**src/rtl/branch_resolve.sv**
```systemverilog
// EX-stage branch resolution: taken decode, registered PC redirect with valid/ready, wrong-path flush, stats.
// Redirect appears the cycle after a taken resolve; it is held until fetch accepts it, and flush covers that wait.
module branch_resolve #(
  parameter int FLUSH_DEPTH = 2,
  parameter int CNT_W       = 32
) (
  input  logic             clock,
  input  logic             reset,
  input  logic             ex_valid,
  input  logic             ex_is_branch,
  input  logic             ex_is_jal,
  input  logic             ex_is_jalr,
  input  logic [2:0]       ex_funct3,
  input  logic [31:0]      ex_target,
  input  logic             br_eq,
  input  logic             br_lt,
  output logic             br_unsign,
  output logic             redirect_valid,
  input  logic             redirect_ready,
  output logic [31:0]      redirect_pc,
  output logic             flush_o,
  output logic             illegal_br,
  output logic [CNT_W-1:0] branch_count,
  output logic [CNT_W-1:0] taken_count
);

  typedef enum logic [1:0] {IDLE, REDIRECT, DRAIN} state_t;

  localparam int DW = (FLUSH_DEPTH > 2) ? $clog2(FLUSH_DEPTH) : 1;
  localparam logic [DW-1:0]    CNT_INIT = (FLUSH_DEPTH > 1) ? DW'(FLUSH_DEPTH - 2) : '0;
  localparam logic [DW-1:0]    CNT_ONE  = DW'(1);
  localparam logic [CNT_W-1:0] STAT_ONE = CNT_W'(1);

  state_t         state, state_nxt;
  logic [DW-1:0]  cnt, cnt_nxt;
  logic           resolve;
  logic           legal_f3;
  logic           cond_taken;
  logic           cond_res;
  logic           taken;
  logic [31:0]    target;

  assign br_unsign = ex_is_branch & ex_funct3[1];

  // Anything presented outside IDLE is on the wrong path and must not resolve.
  assign resolve  = (state == IDLE) & ex_valid & $onehot({ex_is_branch, ex_is_jal, ex_is_jalr});
  assign legal_f3 = (ex_funct3[2:1] != 2'b01);

  always_comb begin
    cond_taken = 1'b0;
    case (ex_funct3)
      3'b000:  cond_taken = br_eq;
      3'b001:  cond_taken = ~br_eq;
      3'b100:  cond_taken = br_lt;
      3'b101:  cond_taken = ~br_lt;
      3'b110:  cond_taken = br_lt;
      3'b111:  cond_taken = ~br_lt;
      default: cond_taken = 1'b0;
    endcase
  end

  assign cond_res = resolve & ex_is_branch & legal_f3;
  assign taken    = resolve & (ex_is_jal | ex_is_jalr | (ex_is_branch & legal_f3 & cond_taken));
  assign target   = ex_is_jalr ? {ex_target[31:1], 1'b0} : ex_target;

  always_comb begin
    state_nxt      = state;
    cnt_nxt        = cnt;
    redirect_valid = 1'b0;
    flush_o        = 1'b0;
    case (state)
      IDLE: begin
        if (taken) state_nxt = REDIRECT;
      end
      REDIRECT: begin
        redirect_valid = 1'b1;
        flush_o        = 1'b1;
        if (redirect_ready) begin
          if (FLUSH_DEPTH == 1) begin
            state_nxt = IDLE;
          end else begin
            state_nxt = DRAIN;
            cnt_nxt   = CNT_INIT;
          end
        end
      end
      DRAIN: begin
        flush_o = 1'b1;
        if (cnt == '0) state_nxt = IDLE;
        else           cnt_nxt   = cnt - CNT_ONE;
      end
      default: state_nxt = IDLE;
    endcase
  end

  always_ff @(posedge clock) begin
    if (reset) begin
      state        <= IDLE;
      cnt          <= '0;
      redirect_pc  <= '0;
      illegal_br   <= 1'b0;
      branch_count <= '0;
      taken_count  <= '0;
    end else begin
      state      <= state_nxt;
      cnt        <= cnt_nxt;
      illegal_br <= resolve & ex_is_branch & ~legal_f3;
      if (taken) redirect_pc <= target;
      if (cond_res) begin
        branch_count <= branch_count + STAT_ONE;
        if (cond_taken) taken_count <= taken_count + STAT_ONE;
      end
    end
  end

endmodule

```
**config.mk**
```make
export PLATFORM = sky130hd
export DESIGN_NAME = branch_resolve
export DESIGN_NICKNAME = d
export VERILOG_FILES = /design/src/rtl/branch_resolve.sv
export SDC_FILE = /design/constraint.sdc
export NUM_CORES = 1
export LEC_CHECK = 0
export BUFFER_PORTS_ARGS = -buffer_cell sky130_fd_sc_hd__clkbuf_2
export CORE_MARGIN = 10
export CORE_UTILIZATION = 25
export CTS_BUF_LIST = sky130_fd_sc_hd__clkbuf_16
export DETAILED_ROUTE_END_ITERATION = 8
export GPL_TIMING_DRIVEN = 0
export SLEW_MARGIN = 20
export SYNTH_ARGS = -nofsm -noshare
export SYNTH_HDL_FRONTEND = slang
export SYNTH_SLANG_ARGS = --single-unit
export TNS_END_PERCENT = 100
```
**constraint.sdc**
```tcl
create_clock -name clock -period 9 [get_ports clock]
set_input_delay 1.8 -clock clock [delete_from_list [all_inputs] [get_ports clock]]
set_output_delay 1.8 -clock clock [all_outputs]
set_load 0.05 [all_outputs]
```
==> flow_metrics.env <==
export IMPL_status="complete, no violations"
export IMPL_grt_setup_unrepaired="no"
export IMPL_fin_util_pct=32.9
export IMPL_via_per_inst=4.92
export IMPL_cts_sinks=99
export IMPL_tns_ns=0
export IMPL_wl_per_cell_um=16.2
export IMPL_syn_inst=561
export IMPL_cts_tree="done"
export IMPL_tightest_slew_ns=1.03
export IMPL_powerDensity_nw_per_um2=175
export IMPL_ctsHoldBuffers=0
export IMPL_finalNonFillerCells=947
export IMPL_grt_max_degree=17
export IMPL_synthTopCellsByArea="dfxtp_1 43%, a21oi_1 6.4%, nand3_1 5.6%, xnor2_1 5.5%, o21ai_0 4.4%"
export IMPL_synth_edf_count=0
export IMPL_ys_seq_area_share_pct=42.8
export IMPL_track_usage_pct=12.4
export IMPL_yosysTopAreaCell="dfxtp_1"
export IMPL_cts_setup_buffers=0
export IMPL_clk_pin_slew_ns=0.07
export IMPL_ir_drop_mv=0.0832
export IMPL_clockRootBuffer="clkbuf_16"
export IMPL_drv_slew=0
export IMPL_synth_cell_area_um2=4630
export IMPL_cp_slowest_stage_delay_ns=0.49
export IMPL_numCtsBuffers=9
export IMPL_first_iter_violations=192
export IMPL_crit_path_top_delay_cell="fa_1"
export IMPL_finalSetupViolCount=0
export IMPL_fp_dieW_um=156
export IMPL_ioPinCount=144
export IMPL_post_synth_num_cell_types=49
export IMPL_hold_viol=0
export IMPL_start_util_pct=25.6
export IMPL_grt_antenna_before_repair=0
export IMPL_cts_resized=0
export IMPL_yosysMostFrequentCell="dfxtp_1"
export IMPL_core_um2=18100
export IMPL_layout_drive_gt1_share_pct=23.8
export IMPL_nFillCells=1937
export IMPL_max_slew_margin_pct=31.6
export IMPL_holdWs_ns=0.475
export IMPL_p_leak_nw=2.15
export IMPL_fin_crit_ns=4.47
export IMPL_r2r_start="state[1]"
export IMPL_fin_nets=764
export IMPL_cpLargestDelayFamily="buffers and inverters"
export IMPL_fin_crit_sh_pct=49.7
export IMPL_synth_top_area_share_pct=42.8
export IMPL_critPathBufInv=5
export IMPL_placed_area_um2=5630
export IMPL_area_growth_pct=28.3
export IMPL_regArea_um2=1980
export IMPL_drcViolationCount=0
export IMPL_critPathKind="in -> reg"
export IMPL_preCtsSetupSlack_ns=4.14
export IMPL_design_area_um2=5940
export IMPL_setup_slack_ns=4.53
export IMPL_rows=49
export IMPL_required_ns=9.21
export IMPL_grt_pass1_vias=4512
export IMPL_crit_start="ex_is_branch"
export IMPL_path_cells="clkbuf_2 > inv_1 > fa_1 > and4b_1 > buf_2 > nand3_1 > clkbuf_1 > clkbuf_1 > nor4_1 > xnor2_1 > nor2_1"
export IMPL_clk_latency_ns=0.35
export IMPL_syn_area_per_cell_um2=8.26
export IMPL_hp_start="redirect_pc[10]"
export IMPL_synth_seq_cells=99
export IMPL_dieHeight_um=156
export IMPL_cpMostUsedCell="clkbuf_1"
export IMPL_synth_top_cells_by_count="99 x dfxtp_1, 59 x a21oi_1, 52 x nand3_1, 46 x nor2_1, 41 x o21ai_0"
export IMPL_antenna_cells=0
export IMPL_gp_congestion=0.748
export IMPL_cp_end_kind="flop"
export IMPL_ant_nets=0
export IMPL_hold_class="reg -> reg"
export IMPL_vias=4660
export IMPL_fmax_mhz=224
export IMPL_placedCellCount=932
export IMPL_ff2ff_setup_slack_ns=6.02
export IMPL_cp_max_fo=10
export IMPL_synth_ff_type="dfxtp_1"
export IMPL_grt_first_pass_wirelength_um=24500
export IMPL_power_total_mw=1.04
export IMPL_detailed_place_hpwl_um=11500
export IMPL_overflow=0
export IMPL_postRouteWirelength_um=15400
export IMPL_synth_async_reset_ratio_pct=0
export IMPL_multi_input_area_um2=2430
export IMPL_maxCapViolations=0
export IMPL_synth_warnings=0
export IMPL_dieArea_um2=24400
export IMPL_dr_pass1_iters=4
export IMPL_port_buffers=142
export IMPL_finClkSkew_ns=0.0100
export IMPL_cp_start_kind="input port"
export IMPL_cp_arrival_ns=4.68
export IMPL_h_tree_depth=3
export IMPL_cts_buffer_depth=2
export IMPL_syn_nets=611
## flip-flops by register name, indices dropped and copies added, names as in the netlist
| register | cells |
|---|---|
| state | 2 |
| taken_count | 32 |
| branch_count | 32 |
| illegal_br | 1 |
| redirect_pc | 32 |
## area by class of cell
class / count / area share, %
Clock inverter: 6 / 1.49
Buffer: 37 / 2.57
Clock buffer: 9 / 3.79
Timing Repair Buffer: 142 / 12.0
Tap cell: 229 / 4.82
Sequential cell: 99 / 33.3
Multi-Input combinational cell: 406 / 40.8
Inverter: 19 / 1.20
## kinds of logic (layout without fill, tap and decap cells)
kind of cell / count (synthesis) / after routing / share of synthesized area [%]
adder cells (fa/ha/maj): 6 / 6 / 1.78
multiplexers: 1 / 1 / 0.216
flip-flops: 99 / 99 / 42.8
XOR/XNOR: 37 / 37 / 7.00
buffers and inverters: 56 / 213 / 4.84
AO/OA/AOI/OAI: 131 / 131 / 16.2
AND/OR/NAND/NOR: 231 / 231 / 27.2
## routing by layer
layer	GRT usage, %	share of wire, %	vias up
li1	-	-	2362
met1	15.5	46	2186
met2	19.7	47	101
met3	3.50	5.8	11
met4	4.76	1.6	0
met5	0	0	-
## cell usage in the layout (no fill, tap or decap), types with 3 or more instances in the layout
cell,count
clkbuf_2,142
and4_1,7
and2_1,3
nand3_1,52
or3_1,8
nand4_1,19
o21ai_0,41
nor4_1,22
inv_1,19
nor3_1,12
nand2_1,25
or4_1,18
ha_1,5
and3_1,5
buf_2,5
clkbuf_16,9
a21oi_1,59
xor2_1,8
clkbuf_1,31
a31o_2,3
o31ai_1,15
nor2_1,46
xnor2_1,29
dfxtp_1,99
## worst paths after layout
path | end | cells past startpoint
worst min register to register | redirect_pc[10] | 2
worst min-delay path | redirect_pc[10] | 2
worst max-delay path | branch_count[16] | 11
worst max register to register | branch_count[16] | 10
## where the power goes
group	leakage, nW	internal, mW	switching [mW]
registers	0.799	0.450	0.00673
logic	1.20	0.0434	0.118
clock network	0.150	0.243	0.181
## tightest hold or removal path, delay by kind of cell, from the launching register on
| family | cells | cell delay, ns |
|---|---|---|
| AOI/OAI and AO/OA | 2 | 0.12 |
| DFF | 1 | 0.31 |
Power figures use the tool's default switching activity.
